==> src/rtl/magia_stdio_axi_writer.sv <==
// Tile-side AXI4 writer for the simulation stdio/exit channel: characters and an
// exit code from the core become single-beat writes to the print-monitor words.

package magia_pkg;
  localparam int unsigned AXI_ADDR_W = 32;
  localparam int unsigned AXI_DATA_W = 32;
  localparam int unsigned AXI_ID_W   = 2;

  typedef struct packed {
    logic [AXI_ID_W-1:0]   id;
    logic [AXI_ADDR_W-1:0] addr;
    logic [7:0]            len;
    logic [2:0]            size;
    logic [1:0]            burst;
    logic                  lock;
    logic [3:0]            cache;
    logic [2:0]            prot;
    logic [3:0]            qos;
    logic [3:0]            region;
    logic [5:0]            atop;
    logic                  user;
  } axi_l2_aw_chan_t;

  typedef struct packed {
    logic [AXI_ID_W-1:0]   id;
    logic [AXI_ADDR_W-1:0] addr;
    logic [7:0]            len;
    logic [2:0]            size;
    logic [1:0]            burst;
    logic                  lock;
    logic [3:0]            cache;
    logic [2:0]            prot;
    logic [3:0]            qos;
    logic [3:0]            region;
    logic                  user;
  } axi_l2_ar_chan_t;

  typedef struct packed {
    logic [AXI_DATA_W-1:0]   data;
    logic [AXI_DATA_W/8-1:0] strb;
    logic                    last;
    logic                    user;
  } axi_l2_w_chan_t;

  typedef struct packed {
    logic [AXI_ID_W-1:0] id;
    logic [1:0]          resp;
    logic                user;
  } axi_l2_b_chan_t;

  typedef struct packed {
    logic [AXI_ID_W-1:0]   id;
    logic [AXI_DATA_W-1:0] data;
    logic [1:0]            resp;
    logic                  last;
    logic                  user;
  } axi_l2_r_chan_t;

  typedef struct packed {
    axi_l2_aw_chan_t aw;
    logic            aw_valid;
    axi_l2_w_chan_t  w;
    logic            w_valid;
    logic            b_ready;
    axi_l2_ar_chan_t ar;
    logic            ar_valid;
    logic            r_ready;
  } axi_l2_req_t;

  typedef struct packed {
    logic           aw_ready;
    logic           ar_ready;
    logic           w_ready;
    logic           b_valid;
    axi_l2_b_chan_t b;
    logic           r_valid;
    axi_l2_r_chan_t r;
  } axi_l2_rsp_t;
endpackage

module magia_stdio_axi_writer #(
  parameter int unsigned FIFO_DEPTH = 4,
  parameter logic [31:0] STDIO_BASE = 32'hFFFF_0004,
  parameter logic [31:0] EXIT_ADDR  = 32'hFFFF_0000,
  parameter int unsigned AXI_ID     = 0,
  parameter type axi_req_t = magia_pkg::axi_l2_req_t,
  parameter type axi_rsp_t = magia_pkg::axi_l2_rsp_t
) (
  input  logic        clk_i,
  input  logic        rst_i,
  input  logic [31:0] hartid_i,
  input  logic        char_valid_i,
  input  logic [7:0]  char_i,
  output logic        char_ready_o,
  input  logic        exit_valid_i,
  input  logic [7:0]  exit_code_i,
  output logic        exit_ready_o,
  output axi_req_t    axi_req_o,
  input  axi_rsp_t    axi_rsp_i,
  output logic        busy_o,
  output logic        done_o,
  output logic        err_o
);

  localparam int unsigned PTR_W = (FIFO_DEPTH > 1) ? $clog2(FIFO_DEPTH) : 1;
  localparam int unsigned CNT_W = PTR_W + 1;

  typedef enum logic [1:0] {IDLE, SEND, WAIT_B} state_e;

  axi_req_t req;

  localparam int unsigned ID_W   = $bits(req.aw.id);
  localparam int unsigned SIZE_W = $bits(req.aw.size);
  localparam int unsigned DATA_W = $bits(req.w.data);
  localparam int unsigned STRB_W = $bits(req.w.strb);

  state_e           state_q, state_d;
  logic [7:0]       fifo_q [FIFO_DEPTH];
  logic [PTR_W-1:0] wr_ptr_q, wr_ptr_d, rd_ptr_q, rd_ptr_d;
  logic [CNT_W-1:0] count_q, count_d;
  logic [7:0]       payload_q, payload_d;
  logic [31:0]      addr_q, addr_d;
  logic             is_exit_q, is_exit_d;
  logic             aw_done_q, aw_done_d, w_done_q, w_done_d;
  logic             exit_pend_q, exit_pend_d;
  logic [7:0]       exit_code_q, exit_code_d;
  logic             done_q, done_d, err_q, err_d;

  logic full, empty, push, bypass, fifo_push, pop, exit_acc;
  logic aw_valid, w_valid, b_ready, aw_fire, w_fire, b_fire;
  logic unused_rsp;

  assign full  = (count_q == CNT_W'(FIFO_DEPTH));
  assign empty = (count_q == '0);

  // Readies are masked while reset is held so nothing is accepted during it.
  assign char_ready_o = !rst_i && !full && !done_q && !exit_pend_q;
  assign exit_ready_o = !rst_i && !exit_pend_q && !done_q;

  assign push      = char_valid_i && char_ready_o;
  assign exit_acc  = exit_valid_i && exit_ready_o;
  // An idle block with nothing queued loads the char straight into the payload.
  assign bypass    = push && (state_q == IDLE) && empty;
  assign fifo_push = push && !bypass;

  assign aw_fire = aw_valid && axi_rsp_i.aw_ready;
  assign w_fire  = w_valid && axi_rsp_i.w_ready;
  assign b_fire  = b_ready && axi_rsp_i.b_valid;

  assign unused_rsp = ^axi_rsp_i;

  always_ff @(posedge clk_i or posedge rst_i) begin
    if (rst_i) begin
      state_q     <= IDLE;
      wr_ptr_q    <= '0;
      rd_ptr_q    <= '0;
      count_q     <= '0;
      payload_q   <= '0;
      addr_q      <= '0;
      is_exit_q   <= 1'b0;
      aw_done_q   <= 1'b0;
      w_done_q    <= 1'b0;
      exit_pend_q <= 1'b0;
      exit_code_q <= '0;
      done_q      <= 1'b0;
      err_q       <= 1'b0;
    end else begin
      state_q     <= state_d;
      wr_ptr_q    <= wr_ptr_d;
      rd_ptr_q    <= rd_ptr_d;
      count_q     <= count_d;
      payload_q   <= payload_d;
      addr_q      <= addr_d;
      is_exit_q   <= is_exit_d;
      aw_done_q   <= aw_done_d;
      w_done_q    <= w_done_d;
      exit_pend_q <= exit_pend_d;
      exit_code_q <= exit_code_d;
      done_q      <= done_d;
      err_q       <= err_d;
    end
  end

  always_ff @(posedge clk_i) begin
    if (fifo_push) fifo_q[wr_ptr_q] <= char_i;
  end

  always_comb begin
    state_d     = state_q;
    wr_ptr_d    = wr_ptr_q;
    rd_ptr_d    = rd_ptr_q;
    payload_d   = payload_q;
    addr_d      = addr_q;
    is_exit_d   = is_exit_q;
    aw_done_d   = aw_done_q;
    w_done_d    = w_done_q;
    exit_pend_d = exit_pend_q;
    exit_code_d = exit_code_q;
    done_d      = done_q;
    err_d       = err_q;
    pop         = 1'b0;

    case (state_q)
      IDLE: begin
        // Queued characters always win over the exit write.
        if (!empty) begin
          pop       = 1'b1;
          payload_d = fifo_q[rd_ptr_q];
          addr_d    = STDIO_BASE + (hartid_i << 2);
          is_exit_d = 1'b0;
          state_d   = SEND;
        end else if (bypass) begin
          payload_d = char_i;
          addr_d    = STDIO_BASE + (hartid_i << 2);
          is_exit_d = 1'b0;
          state_d   = SEND;
        end else if (exit_pend_q) begin
          payload_d = exit_code_q;
          addr_d    = EXIT_ADDR;
          is_exit_d = 1'b1;
          state_d   = SEND;
        end
      end
      SEND: begin
        aw_done_d = aw_done_q || aw_fire;
        w_done_d  = w_done_q || w_fire;
        if (aw_done_d && w_done_d) begin
          aw_done_d = 1'b0;
          w_done_d  = 1'b0;
          state_d   = WAIT_B;
        end
      end
      WAIT_B: begin
        if (b_fire) begin
          state_d = IDLE;
          if (axi_rsp_i.b.resp != 2'b00) err_d = 1'b1;
          if (is_exit_q) begin
            done_d      = 1'b1;
            exit_pend_d = 1'b0;
          end
        end
      end
      default: state_d = IDLE;
    endcase

    if (fifo_push) wr_ptr_d = wr_ptr_q + PTR_W'(1);
    if (pop)       rd_ptr_d = rd_ptr_q + PTR_W'(1);
    count_d = count_q + CNT_W'(fifo_push) - CNT_W'(pop);

    if (exit_acc) begin
      exit_pend_d = 1'b1;
      exit_code_d = exit_code_i;
    end
  end

  always_comb begin
    aw_valid = (state_q == SEND) && !aw_done_q;
    w_valid  = (state_q == SEND) && !w_done_q;
    b_ready  = (state_q == WAIT_B);

    req            = '0;
    req.aw_valid   = aw_valid;
    req.aw.id      = ID_W'(AXI_ID);
    req.aw.addr    = addr_q;
    req.aw.len     = '0;
    req.aw.size    = SIZE_W'($clog2(DATA_W / 8));
    req.aw.burst   = 2'b01;
    req.w_valid    = w_valid;
    req.w.data     = DATA_W'(payload_q);
    req.w.strb     = STRB_W'(1);
    req.w.last     = 1'b1;
    req.b_ready    = b_ready;
    req.ar_valid   = 1'b0;
    req.r_ready    = 1'b1;
  end

  assign axi_req_o = req;
  assign busy_o    = !empty || (state_q != IDLE);
  assign done_o    = done_q;
  assign err_o     = err_q;

endmodule
==> config.mk <==
export PLATFORM = sky130hd
export DESIGN_NAME = magia_stdio_axi_writer
export DESIGN_NICKNAME = d
export VERILOG_FILES = /design/src/rtl/magia_stdio_axi_writer.sv
export SDC_FILE = /design/constraint.sdc
export NUM_CORES = 1
export LEC_CHECK = 0
export ABC_AREA = 0
export BUFFER_PORTS_ARGS = -buffer_cell sky130_fd_sc_hd__buf_2
export CAP_MARGIN = 5
export CORE_UTILIZATION = 25
export DETAILED_ROUTE_END_ITERATION = 10
export PLACE_DENSITY = 0.5
export SYNTH_ARGS = -nofsm -noshare
export SYNTH_HDL_FRONTEND = slang
export SYNTH_SLANG_ARGS = --single-unit
==> constraint.sdc <==
create_clock -name clk_i -period 5.7 [get_ports clk_i]
set_input_delay 1.14 -clock clk_i [delete_from_list [all_inputs] [get_ports clk_i]]
set_output_delay 1.14 -clock clk_i [all_outputs]
set_load 0.005 [all_outputs]
==> impl_metrics.yaml, run 1 <==
outcome:
  status: "finished clean"
sta:
  slew_viol_final: 0
  rsz0062_at_grt: "no"
  timing.setup.tns_ns: 0
  fin_hold_ws_ns: 0.468
  max_freq_ghz: 0.294
  min_period_over_period: 0.596
  period_minus_slack_ns: 3.40
  tightest_slew_ns: 0.996
  hold_violations: 0
  relSlewSlack: 0.331
  skew_ns: 0.00904
  setup_slack_ns: 2.30
  finalSetupViolations: 0
cts:
  htreeDepth: 3
  cts_resized: 0
  clkTransAtPathRegs_ns: 0.07
  clock-sinks: 93
  cts_tree: "built"
  hold_buffers: 0
  numCtsBuffers: 9
  insertion_delay_ns: 0.35
  cts_root_buf: "clkbuf_16"
  cts_buffer_depth: 2
  post_cts_buffers: 0
synth:
  synth_cells: 498
  synth_area_um2: 5330
  muxShareOfSynthArea: 0.0657
  postSynth.asyncResetShare: 0.656
  ys_seq_elements: 93
  synth_compound_area_frac: 0.0720
  synthAdderAreaFrac: 0.0202
  yosysWarnings: 0
  synth_xor_area_frac: 0.0526
  synth.distinct_cells: 46
  syn_avg_cell_area_um2: 10.7
  synth-edff-count: 32
  synthSimpleGateAreaFrac: 0.110
  synth_top_family_by_area: "buffers and inverters"
  synth-seq-area-share: 0.466
  synth_top_flop_cell: "dfrtp_1"
cells_and_area:
  drive_gt1_frac: 0.241
  final_cell_mix: "136 x conb_1, 100 x buf_2, 61 x dfrtp_1"
  area_delta_synth_final_pct: 11.1
  stdcell_area_um2: 5930
  n_antenna_cell: 0
  nets: 701
  final_common_cell: "conb_1"
placed_design:
  placed_cell_area_um2: 5620
  port_buffers: 100
  dp_hpwl_mm: 8.15
  dp_slack_ns: 1.97
  place_congestion: 0.723
grt:
  grt_overflow: 0
  grt_pass1_vias: 3093
  antenna_found_initial: 0
  grt_use_total: 0.102
  grt_pass1_wl_mm: 17.1
  grt_max_degree: 62
route:
  viasPerCell: 3.86
  dr.pass1.iters: 4
  first_iter_violations: 128
  ant_nets: 0
  wirelength_mm: 11.1
  via_count: 3368
  wl_per_cell_um: 12.7
  drcViolationCount: 0
hold_path:
  holdCritStartpoint: "err_o"
  holdCritPathClass: "register to register"
setup_path:
  startpoint_type: "input port"
  path_cells: "buf_2 > nor3_1 > nand2_1 > nor2b_1 > inv_1 > ha_1 > inv_1 > ha_1 > fa_1 > xnor2_1 > xnor2_1"
  crit_path_end_kind: "register"
  cp_data_required_time_ns: 5.97
  path_class: "input port to register"
  cp_data_arrival_time_ns: 3.67
  critPathMaxFanout: 8
  crit_path_start: "rst_i"
  critPathSlowestCell: "nor3_1"
  cpPeakStageDelay_ns: 0.50
  rr_startpoint: "exit_pend_q"
floorplan:
  rows: 53
  die_h_um: 148
  ios: 282
  die_w_um: 148
  core_um2: 21000
  initial_core_util: 0.254
  die-area_um2: 21900
power:
  power_density_nw_per_um2: 444
  p_leak_nw: 2.67
  ir_drop_v: 0.000217
  p_total_mw: 2.63
flow_run:
  max_cap_violations: 0
## Yosys cell counts, drive strengths merged (4+ instances only)
cell type    n  area share
mux2         8       0.017
a211oi       8       0.011
edfxtp      32        0.18
nand3        8      0.0075
dfrtp       61        0.29
and2         6      0.0070
buf        141        0.20
ha           7       0.016
mux2i        8       0.015
inv          9      0.0063
clkbuf      12      0.0084
nand2       23       0.016
nor3         9      0.0094
nor3b        4      0.0075
nor2        44       0.031
a21o         9       0.013
nor4         5      0.0099
o21ai       18       0.018
a21oi       17       0.016
mux4         8       0.034
xnor2       21       0.034
xor2        11       0.018
## where the power goes
| group | internal (mW) | switching [mW] |
|---|---|---|
| registers | 0.917 | 0.160 |
| logic | 0.418 | 0.509 |
| clock network | 0.348 | 0.280 |
| total | 1.68 | 0.949 |
## layer usage
layer	global-route usage	routed length (um)	vias to the layer above
li1	-	-	1613
met1	0.140	5120	1617
met2	0.162	5370	127
met3	0.0166	438	11
met4	0.0387	163	0
met5	0	0	-
## final cells by class
class,instances,area [um2]
inverters,9,33.8
multi-input cells,377,2230
clock inverters,7,82.6
well taps,275,344
repair buffers,103,523
clock buffers,9,225
flip-flops and latches,93,2490
fillers,2209,15000
## metrics by stage
step	util	std cells
3_5_place_dp	0.268	857
5_1_grt	0.283	873
3_3_place_gp	0.268	857
4_1_cts	0.283	873
6_report	0.283	873
2_1_floorplan	-	632
## path summary, 6_finish.rpt
kind                           endpoint  slack, ns  depth (start not counted)
setup reg to reg             count_q[2]       2.76                         10
hold reg to reg                   err_o       0.47                          1
hold / removal                    err_o       0.47                          1
min in group asynchronous    addr_q[25]       1.08                          3
max in group asynchronous  payload_q[7]       4.09                          3
setup / recovery             count_q[2]       2.30                         11
## sequential cells by signal (all words and copies together), names as in the netlist
name,count
addr_q,30
aw_done_q,1
count_q,3
done_o,1
err_o,1
exit_code_q,8
exit_pend_q,1
fifo_q,32
is_exit_q,1
payload_q,8
rd_ptr_q,2
state_q,2
w_done_q,1
wr_ptr_q,2
## cell families after synthesis
group	Yosys count
AO/OA/AOI/OAI	62
other	2
adder cells (fa/ha/maj)	8
XOR/XNOR	32
multiplexers	24
AND/OR/NAND/NOR	115
flip-flops	93
buffers and inverters	162
## worst max-delay path: cells and delay by family
family | cells | cell delay (ns)
buf+inv | 3 | 0.26
fa+ha+maj | 3 | 0.87
xor+xnor | 2 | 0.32
simple gates | 3 | 1.09
Power figures use the tool's default switching activity.
==> run 2: changes to the inputs <==
Settings changed: PLACE_DENSITY 0.5 to 0.51.
Clock period 5.7 ns to 2.8 ns, I/O delays scaled along.
==> run 2 against run 1 <==
Critical path depth is 1 lower. Design area is 1.5% higher. Global-route usage hardly changed. Via count is 0.50% higher. Register-to-register slack worse by 2.2 ns. Utilization is 0.42 points higher. Combinational power is 110% higher. Clock skew is 0.0013 ns lower. Clock power is 110% higher. Routed wire length is 0.40% higher. Critical path type is now register to register. Largest cell class unchanged. Largest power group unchanged.
==> impl_metrics.yaml, run 2 (synthesis gave the netlist of run 1 again) <==
cells_and_area:
  multi_input_area_um2: 2230
  n_antenna_cell: 0
  final_cell_mix: "136 x conb_1, 100 x buf_2, 61 x dfrtp_1"
  drive_gt1_frac: 0.249
  area_delta_synth_final_pct: 12.8
  reg_top3: "fifo_q: 32 flops, addr_q: 30 flops"
  nets: 709
  regMostFlops: "fifo_q"
  largest_register_ffs: 32
  n_fill_cell: 2253
  final_common_cell: "conb_1"
  area.sequential_um2: 2490
hold_path:
  holdCritPathClass: "input port to asynchronous set/reset pin"
floorplan:
  initial_core_util: 0.254
  die_h_um: 148
  core_um2: 21000
  rows: 53
  die-area_um2: 21900
  die_w_um: 148
  ios: 282
cts:
  post_cts_buffers: 0
  insertion_delay_ns: 0.34
  cts_buffer_depth: 2
  numCtsBuffers: 9
  clock-sinks: 93
  cts_resized: 0
  clkTransAtPathRegs_ns: 0.07
  hold_buffers: 0
  cts_root_buf: "clkbuf_16"
  cts_tree: "built"
  htreeDepth: 3
setup_path:
  critPathSlowestCell: "dfrtp_1"
  cp_data_arrival_time_ns: 2.50
  rr_startpoint: "exit_pend_q"
  startpoint_type: "register"
  crit_path_start: "exit_pend_q"
  path_class: "register to register"
  path_cells: "nor3_1 > nand2_1 > nor2b_1 > inv_1 > ha_1 > inv_1 > ha_1 > fa_1 > xnor2_1 > xnor2_1"
  crit_path_end_kind: "register"
  critPathMaxFanout: 4
  cp_data_required_time_ns: 3.03
  cpPeakStageDelay_ns: 0.44
route:
  dr.pass1.iters: 4
  via_count: 3385
  wirelength_mm: 11.1
  viasPerCell: 3.84
  first_iter_violations: 113
  drcViolationCount: 0
  ant_nets: 0
  wl_per_cell_um: 12.6
sta:
  hold_violations: 0
  relSlewSlack: 0.567
  fin_hold_ws_ns: 0.298
  period_minus_slack_ns: 2.27
  max_freq_ghz: 0.440
  rsz0062_at_grt: "no"
  tightest_slew_ns: 0.643
  finalSetupViolations: 0
  slew_viol_final: 0
  min_period_over_period: 0.812
  skew_ns: 0.00775
  timing.setup.tns_ns: 0
flow_run:
  max_cap_violations: 0
grt:
  grt_pass1_wl_mm: 17.1
  grt_use_total: 0.102
  antenna_found_initial: 0
  grt_overflow: 0
  grt_max_degree: 39
  grt_pass1_vias: 3072
power:
  p_seq_frac: 0.403
  p_leak_nw: 2.73
  clkPwrFrac: 0.246
  comb_power_share: 0.352
  p_int_mw: 3.55
  power_density_nw_per_um2: 909
  ir_drop_v: 0.000408
  swShare: 0.351
  p_switching_mw: 1.92
outcome:
  status: "finished clean"
placed_design:
  dp_hpwl_mm: 8.31
  place_congestion: 0.730
  port_buffers: 100
[run 2: worst paths after layout]
check | slack, ns | cells past startpoint | to
worst max-delay path | 0.53 | 10 | count_q[2]
worst min register to register | 0.46 | 1 | err_o
max in group asynchronous | 1.88 | 3 | state_q[1]
min in group clk_i | 0.45 | 2 | exit_code_q[0]
worst min-delay path | 0.30 | 2 | addr_q[26]
worst max register to register | 0.53 | 10 | count_q[2]
[run 2: critical path: cells and delay by family, from the launching register on]
kind          cells  cell delay [ns]
buf+inv           2             0.10
flops             1             0.44
xor+xnor          2             0.26
simple gates      3             0.52
fa+ha+maj         3             0.82
[run 2: power by group through the flow]
stage	combinational [mW]	clock, mW	sequential, mW
floorplan	1.40	0	2.14
global placement	1.94	0	2.23
detailed placement	1.96	0	2.24
CTS	1.97	1.39	2.21
global route	2.17	1.43	2.27
finish	1.92	1.34	2.20
[run 2: per-stage QoR]
stage | std cells | power (mW) | worst slack (ns) | instance area, um2 | util
3_5_place_dp | 865 | 4.20 | 0.285 | 5690 | 0.272
6_report | 881 | 5.46 | 0.527 | 6010 | 0.287
5_1_grt | 881 | 5.88 | 0.266 | 6010 | 0.287
4_1_cts | 881 | 5.56 | 0.499 | 6010 | 0.287
2_1_floorplan | 632 | 3.54 | 0.158 | 5840 | -
3_3_place_gp | 865 | 4.17 | 0.298 | 5690 | 0.272
[run 2: routing by layer]
metal  vias up  GRT usage  wire length (um)
li1       1628          -                 -
met1      1629      0.139              5160
met2       120      0.163              5380
met3         8     0.0163               453
met4         0     0.0371               145
met5         -          0                 0
[run 2: area by class of cell]
cell class,instances,area share
clock buffers,10,0.0381
clock inverters,6,0.0156
inverters,9,0.00562
multi-input cells,377,0.371
flip-flops and latches,93,0.414
well taps,275,0.0572
repair buffers,111,0.0990
